**src/rtl/nibble_pkg.sv**
```systemverilog
// nibble_pkg: shared widths and FSM state type for the nibble unpacker.
package nibble_pkg;
    localparam int NIBBLE_W = 4;
    localparam int BYTE_W   = 8;
    typedef enum logic [1:0] {EMPTY, FIRST, SECOND} state_t;
endpackage

```
**src/rtl/nibble_cnt.sv**
```systemverilog
// nibble_cnt: wrapping counter with synchronous active-high reset and increment enable.
module nibble_cnt #(
    parameter int W = 8
) (
    input  logic         clk,
    input  logic         reset,
    input  logic         en,
    output logic [W-1:0] cnt
);
    logic [W-1:0] cnt_q, cnt_d;
    always_comb cnt_d = en ? cnt_q + W'(1) : cnt_q;
    always_ff @(posedge clk)
        cnt_q <= reset ? '0 : cnt_d;
    assign cnt = cnt_q;
endmodule

```
**src/rtl/nibble_unpacker.sv**
```systemverilog
// nibble_unpacker: byte-to-nibble stream unpacker with per-byte nibble order.
// Optional registered nibble parity output when NIBBLE_PARITY_EN is defined.
module nibble_unpacker
    import nibble_pkg::*;
#(
    parameter int CNT_W = 8
) (
    input  logic                clk,
    input  logic                reset,
    input  logic [BYTE_W-1:0]   in,
    input  logic                swap_en,
    input  logic                in_valid,
    output logic                in_ready,
    output logic [NIBBLE_W-1:0] out,
    output logic                out_valid,
    input  logic                out_ready,
    output logic                out_last,
`ifdef NIBBLE_PARITY_EN
    output logic                out_par,
`endif
    output logic [CNT_W-1:0]    byte_cnt
);
    state_t              state_q, state_d;
    logic [NIBBLE_W-1:0] out_q, out_d;
    logic [NIBBLE_W-1:0] sec_q, sec_d;
    logic                accept;
    logic                done;

    assign in_ready = !reset && (state_q == EMPTY || (state_q == SECOND && out_ready));
    assign accept   = in_valid && in_ready;
    assign done     = state_q == SECOND && out_ready;

    // Only the second nibble needs keeping; the first goes straight into out_q.
    always_comb begin
        state_d = state_q;
        out_d   = out_q;
        sec_d   = sec_q;
        if (accept) begin
            state_d = FIRST;
            out_d   = swap_en ? in[3:0] : in[7:4];
            sec_d   = swap_en ? in[7:4] : in[3:0];
        end else if (state_q == FIRST && out_ready) begin
            state_d = SECOND;
            out_d   = sec_q;
        end else if (done) begin
            state_d = EMPTY;
            out_d   = '0;
        end
    end

    always_ff @(posedge clk) begin
        if (reset) begin
            state_q <= EMPTY;
            out_q   <= '0;
            sec_q   <= '0;
        end else begin
            state_q <= state_d;
            out_q   <= out_d;
            sec_q   <= sec_d;
        end
    end

`ifdef NIBBLE_PARITY_EN
    logic par_q;
    always_ff @(posedge clk)
        par_q <= reset ? 1'b0 : ^out_d;
    assign out_par = par_q;
`endif

    assign out       = out_q;
    assign out_valid = state_q != EMPTY;
    assign out_last  = state_q == SECOND;

    nibble_cnt #(.W(CNT_W)) u_cnt (
        .clk   (clk),
        .reset (reset),
        .en    (done),
        .cnt   (byte_cnt)
    );
endmodule

```
**config.mk**
```make
export PLATFORM = sky130hd
export DESIGN_NAME = nibble_unpacker
export DESIGN_NICKNAME = d
export VERILOG_FILES = /design/src/rtl/nibble_pkg.sv /design/src/rtl/nibble_cnt.sv /design/src/rtl/nibble_unpacker.sv
export SDC_FILE = /design/constraint.sdc
export NUM_CORES = 1
export LEC_CHECK = 0
export ABC_AREA = 0
export CORE_MARGIN = 1
export CORE_UTILIZATION = 40
export CTS_CLUSTER_DIAMETER = 120
export DETAILED_ROUTE_END_ITERATION = 8
export PLACE_DENSITY = 0.76
export SYNTH_ARGS = -nofsm -noshare
export SYNTH_HDL_FRONTEND = slang
export SYNTH_SLANG_ARGS = --single-unit
```
**constraint.sdc**
```tcl
create_clock -name clk -period 1.59 [get_ports clk]
set_input_delay 0.2385 -clock clk [delete_from_list [all_inputs] [get_ports clk]]
set_output_delay 0.2385 -clock clk [all_outputs]
set_load 0.1 [all_outputs]
```
==> summary.md, run 1 <==
| Metric | Value |
|---|---|
| Total grt overflow | 0 |
| Height of the chip | approximately 50 µm |
| Power Density | 718 mW/mm² |
| Peak VDD IR | 0.490 mV |
| Number of synthesized flops with an enable pin | 0 |
| Avg Cell Area, Syn | 8.84 µm² |
| # setup viols final | 0 |
| Pre-antenna DRT Iters | 4 |
| Worst setup margin | 0.0506 ns |
| CP endpoint kind | primary output |
| Initial antenna violation count | 0 |
| Largest net degree at the start of global routing | 11 |
| DRT antenna net count | 0 |
| Yosys warns | 0 |
| CTS tree | yes |
| Most area-consuming cells after synthesis | dfxtp_1, mux2i_1, mux2_2, o221ai_1, nor4_1 |
| Fin util | 68.4% |
| Cells after synthesis | 106 |
| Initial Utilization | a little over two fifths |
| Max incr delay on CP | 0.38 ns |
| Clock Skew | about 0.006 ns |
| Inserted Clock Buffers | 3 |
| Fin. Hold Viols | 0 |
| Tmin final | roughly 1.5 ns |
| Cell Area, Synth | roughly 940 µm² |
| # clock sinks | 18 |
| First DRT Iteration DRCs | 55 |
| CP Buf/Inv Count | 2 |
| Final Net Count | 160 |
| Unique masters post-synth | 29 |
| Number of port buffers | 27 |
| Worst EP required | 1.35 ns |
| Leakage | 0.609 nW |
| # Max-Cap Violations | 0 |
| Final Max Tran Viols | 0 |
| Hold Path Class | flop to flop |
| Arrival @ worst endpoint | 1.30 ns |
| Worst Tran Pin Value | 0.277 ns |
| Number of fill cells | 177 |
| Routed wire per std cell | around 14 µm |
| Slew HR | about four fifths |
| Top Ports | 28 |
| Wire length of the first global-routing pass | 4130 µm |
| Prevailing post-synth register cell | dfxtp_1 |
| Clk slew on worst S/H paths | 0.11 ns |
| Min Hold Slack | 0.504 ns |
| Critical path, cell by cell | buf_4 > or2_2 > buf_12 |
| Overall power | 1.09 mW |
| #FFs+latches synth | 18 |
| R2R Setup Slk | 0.14 ns |
| Routability cong. | 0.795 |
| Critical path class | flop to primary output |
| Root Driver | clkbuf_4 |
| Crit path max fanout | 6 |
| Number of global-route vias before repair | 920 |
| Crit-path slowest cell | dfxtp_4 |
| GRT Total Usage | a little over a fifth |
| Post-place instance area | 0.00147 mm² |
| H-tree levels | 1 |
| Pre-CTS setup slack | -0.219 ns |
| CP Launch Type | flop |
| CTS Buffer Depth | 2 |
| Sequential element share of the synthesized area | between 30% and 40% |
| Placeable Area | about 0.0022 mm² |
| DR vias/cell | 5.44 |
| CTS Hold Bufs | 0 |
| Die W | 50.4 µm |
| Clk Latency, worst-skew pair | 0.31 ns |
| Antenna diode count | 0 |
| Worst path top cell family by delay | flip-flops |
| Post-synth top area cell | dfxtp_1 |
| Share of cells above drive strength 1 | 35.2% |
| DRC viols | 0 |
| Status | finished clean |
| Unrepaired setup endpoints after global routing | false |
| Routed vias | about 940 |
| Core Rows | 17 |
| Post-DP HPWL | 1940 µm |
| Total length of routed wires | 2430 µm |
| Die area | between 0.002 and 0.003 mm² |
| Share of flip-flops with an asynchronous set or reset | 0% |
| Share of the synthesized area in the top cell type | roughly two fifths |
| Post-route cell area | 0.00151 mm² |
| Syn nets | 120 |
| Fmax | 650 MHz |
| Crit share post-route | 96.8% |
| Area Growth Syn to Fin | 61.5% |
## report_power, final
part | internal, mW | switching (mW)
combinational | 0.150 | 0.193
sequential | 0.468 | 0.0224
clock | 0.0920 | 0.163
## metal layers
| layer | GRT usage, % | up-vias | share of wire [%] |
|---|---|---|---|
| met3 | 2.73 | 3 | 3.9 |
| met2 | 35.3 | 29 | 49 |
| met5 | 0 | - | 0 |
| met1 | 28.7 | 441 | 46 |
| li1 | - | 468 | - |
| met4 | 8.80 | 0 | 1.4 |
## area by class of cell
type                    instances  area (µm²)  share of cell area (%)
repair buffers                 42         532                    35.1
multi-input cells              75         519                    34.3
flip-flops and latches         18         379                    25.0
well taps                      28        35.0                    2.31
clock buffers                   3        22.5                    1.49
inverters                       6        22.5                    1.49
clock inverters                 1        3.75                   0.248
## synth_stat cells (2+ instances only)
cell type and count:
a31oi_1 4, clkbuf_1 4, or4_1 2, nand3_1 4
inv_1 6, dfxtp_1 18, buf_6 2, o31ai_1 2
o221ai_1 5, a21oi_1 6, mux2_2 5, and2b_1 2
or3_1 2, o21ai_0 2, nand2_1 8, mux2i_1 6
nor2_1 7, xor2_1 2, nor3_1 5, nor4_1 5
## flip-flops by register name (all words and copies together), names as in the netlist
signal     flops
out            4
sec_q          4
state_q        2
u_cnt.cnt      8
## repair_timing
| item | 4_1_cts | 5_1_grt |
|---|---|---|
| endpoints found under the setup margin | 3 | 3 |
| cloned | 0 | 0 |
| buffers inserted | 0 | 2 |
| resized for setup | 4 | 2 |
## stage by stage
step	cells	setup TNS, ns
2_1_floorplan	106	0
3_3_place_gp	167	-0.546
3_5_place_dp	167	-1.13
4_1_cts	171	0
5_1_grt	173	0
6_report	173	0
## logic make-up after synthesis
| group | Yosys count | synth area share (%) |
|---|---|---|
| flip-flops | 18 | 38.5 |
| multiplexers | 11 | 12.4 |
| AND/OR/NAND/NOR | 42 | 25.5 |
| adder cells (fa/ha/maj) | 1 | 1.33 |
| buffers and inverters | 13 | 7.21 |
| AO/OA/AOI/OAI | 19 | 13.2 |
| XOR/XNOR | 2 | 1.87 |
## worst paths after layout
kind	endpoint	depth (start not counted)	start
setup reg to reg	u_cnt.cnt[6]	4	u_cnt.cnt[0]
hold / removal	out[3]	2	sec_q[3]
hold reg to reg	out[3]	2	sec_q[3]
setup / recovery	out_valid	3	state_q[1]
## placed cells by master (no fill, tap or decap), types with 2 or more instances in the layout
| cell | instances |
|---|---|
| buf_12 | 15 |
| buf_4 | 15 |
| clkdlybuf4s50_1 | 11 |
| dfxtp_1 | 9 |
| nand2_1 | 8 |
| mux2i_1 | 6 |
| nor2_1 | 6 |
| inv_1 | 6 |
| a21oi_1 | 6 |
| dfxtp_2 | 6 |
| o221ai_1 | 5 |
| nor3_1 | 5 |
| mux2_2 | 5 |
| nor4_1 | 5 |
| nand3_1 | 4 |
| a31oi_1 | 4 |
| clkbuf_4 | 3 |
| dfxtp_4 | 3 |
| and2b_1 | 2 |
| xor2_1 | 2 |
| o31ai_1 | 2 |
| or4_1 | 2 |
| o21ai_0 | 2 |
| or3_1 | 2 |
## tightest hold or removal path: cells and delay by family, from the launching register on
family             cells  cell delay (ns)
DFF                    1             0.36
AOI/OAI and AO/OA      1             0.06
and+or+nand+nor        1             0.06
(Power assumes the default switching activity.)
==> run 2, diff against run 1 <==
CTS_BUF_LIST = sky130_fd_sc_hd__clkbuf_4   (was not set)
==> results of run 2 <==
Same layout as run 1: the final DEF is identical, and so are final timing and power.
==> run 3, diff against run 2 <==
ABC_AREA = 1   (was 0)
PLACE_DENSITY = 0.74   (was 0.76)
==> summary.md, run 3 <==
| Metric | Value |
|---|---|
| Post-DP HPWL | 1800 µm |
| Simple-gate area share of the yosys netlist | 42.0% |
| Share of cells above drive strength 1 | 23.4% |
| First DRT Iteration DRCs | 21 |
| Clock Skew | 0.00112 ns |
| Final Net Count | 199 |
| Top Ports | 28 |
| Arrival @ worst endpoint | 1.24 ns |
| Most frequent cells in the layout | nand2_1, inv_1, buf_12 |
| DR vias/cell | 4.87 |
| DRT antenna net count | 0 |
| Most numerous cell in the Yosys netlist | nand2_1 |
| Number of synthesized flops with an enable pin | 0 |
| Crit path max fanout | 3 |
| Initial Utilization | between 40% and 50% |
| Wire length of the first global-routing pass | 3840 µm |
| Max reg flops | 8 |
| CP Launch Type | primary input |
| Power Density | a little over 700 mW/mm² |
| Routed wire per std cell | 10.6 µm |
| Prevailing post-synth register cell | dfxtp_1 |
| Most frequent cells after synthesis | nand2_1, dfxtp_1, inv_1 |
| # Max-Cap Violations | 0 |
| Height of the chip | roughly 53 µm |
| Routed vias | between 1000 and 1500 |
| Avg Cell Area, Syn | 6.74 µm² |
| Compound-Gate Fraction of Synth Area | 12.0% |
| CTS tree | yes |
| Cell Area, Synth | between 0.001 and 0.0015 mm² |
| Sequential element share of the synthesized area | 35.0% |
| H-tree levels | 1 |
| Core Rows | 18 |
| CTS Hold Bufs | 0 |
| Xor and xnor area share after synthesis | 0% |
| GRT Total Usage | 18.9% |
| Adder-Cell Fraction of Synth Area | 1.21% |
| Share of the synthesized area in the top cell type | 35.0% |
| Layout Cells excl Fill | roughly 210 |
| Area Growth Syn to Fin | 48.3% |
| Cells after synthesis | 153 |
| Unrepaired setup endpoints after global routing | false |
| Final Max Tran Viols | 0 |
| Root Driver | clkbuf_4 |
| Fin. Hold Viols | 0 |
| # setup viols final | 0 |
| #FFs+latches synth | 18 |
| Largest net degree at the start of global routing | 14 |
| Mux share of post-synthesis cell area | 0% |
| Share of flip-flops with an asynchronous set or reset | 0% |
| Syn nets | 167 |
| Most area-consuming cells after synthesis | dfxtp_1, nand2_1, a21oi_1, inv_1, nand3_1 |
| Post-CTS setup buffers | 0 |
| CP endpoint kind | primary output |
| Antenna diode count | 0 |
| Commonest non-fill, non-tap cell in the layout | nand2_1 |
| Worst EP required | 1.35 ns |
| Leakage | 0.671 nW |
| Die area | 0.00278 mm² |
| Tmin final | 1.48 ns |
| Pre-antenna DRT Iters | 4 |
| Yosys warns | 0 |
| Total length of routed wires | 2260 µm |
| Inst Count DP | 210 |
| Post-place instance area | 0.00150 mm² |
| Status | finished clean |
| Placeable Area | roughly 0.0025 mm² |
| Slew HR | 84.9% |
| Unique masters post-synth | 26 |
| CTS Buffer Depth | 2 |
| Critical path class | primary input to primary output |
| Routability cong. | 0.791 |
| Number of port buffers | 27 |
| Post-synth top area cell | dfxtp_1 |
| CTS resizes | 0 |
| Clk slew on worst S/H paths | 0.11 ns |
| Peak VDD IR | 0.491 mV |
| Total grt overflow | 0 |
| Initial antenna violation count | 0 |
| Number of global-route vias before repair | 947 |
| Hold Path Class | flop to flop |
| Fmax | a little under 700 MHz |
| Clk Latency, worst-skew pair | 0.30 ns |
| Crit share post-route | 93.2% |
| Die W | between 50 and 60 µm |
| # clock sinks | 18 |
| Combinational family with the most area after synthesis | simple AND/OR/NAND/NOR gates |
| Inserted Clock Buffers | 3 |
| DRC viols | 0 |
| Worst Tran Pin Value | 0.226 ns |
| Post-route cell area | about 0.0015 mm² |
## run 3: changes by cell type in the layout (fill, tap and decap cells not counted), sizes merged, moves of 6 or more
cell	change
buf	-11
inv	+13
a21oi	+8
nand2	+53
mux2i	-6
nand3	+7
## run 3: cell type report
type / instances / area [µm²]
fillers: 210 / 926
multi-input cells: 111 / 572
repair buffers: 31 / 450
flip-flops and latches: 18 / 367
inverters: 20 / 76.3
well taps: 30 / 37.5
clock buffers: 3 / 22.5
clock inverters: 1 / 3.75
## run 3: logic make-up (layout without fill, tap and decap cells)
group / Yosys count / in the layout
and+or+nand+nor: 89 / 89
DFF: 18 / 18
AOI/OAI and AO/OA: 21 / 21
buffers and inverters: 24 / 55
adders and majority gates: 1 / 1
## run 3: through the flow
| stage | total power, mW | hold WS (ns) | setup slack, ns | TNS (ns) | util [%] |
|---|---|---|---|---|---|
| after detailed placement | 0.877 | 0.465 | -0.000323 | -0.000323 | 61.2 |
| after global placement | 0.872 | 0.455 | 0.0548 | 0 | 61.2 |
| final | 1.11 | 0.479 | 0.108 | 0 | 62.3 |
| after global routing | 1.16 | 0.491 | 0.0544 | 0 | 62.3 |
| after CTS | 1.12 | 0.480 | 0.0967 | 0 | 62.3 |
| after floorplan | 0.734 | 0.308 | 0.00535 | 0 | - |
## run 3: report_power, final
| group | total [mW] | switching, mW | internal, mW |
|---|---|---|---|
| sequential | 0.491 | 0.0206 | 0.471 |
| combinational | 0.375 | 0.236 | 0.140 |
| clock | 0.244 | 0.153 | 0.0914 |
## run 3: worst max-delay path: stages
cell	delay (ns)
clkdlybuf4s50_1	0.50
inv_2	0.05
nand2_4	0.07
nand3_2	0.09
inv_1	0.11
buf_12	0.18
## run 3: worst paths after layout
| check | to | cells past startpoint | slack (ns) | start |
|---|---|---|---|---|
| worst max-delay path | in_ready | 6 | 0.11 | out_ready |
| worst min-delay path | sec_q[3] | 2 | 0.48 | sec_q[3] |
| worst max register to register | u_cnt.cnt[4] | 6 | 0.38 | state_q[0] |
| worst min register to register | sec_q[3] | 2 | 0.48 | sec_q[3] |
## run 3: layer usage
layer | up-vias | GRT usage (%) | wire (µm)
met1 | 479 | 20.5 | 1010
met4 | 0 | 6.58 | 27
li1 | 544 | - | -
met2 | 16 | 35.7 | 1160
met5 | - | 0 | 0
met3 | 4 | 3.48 | 62
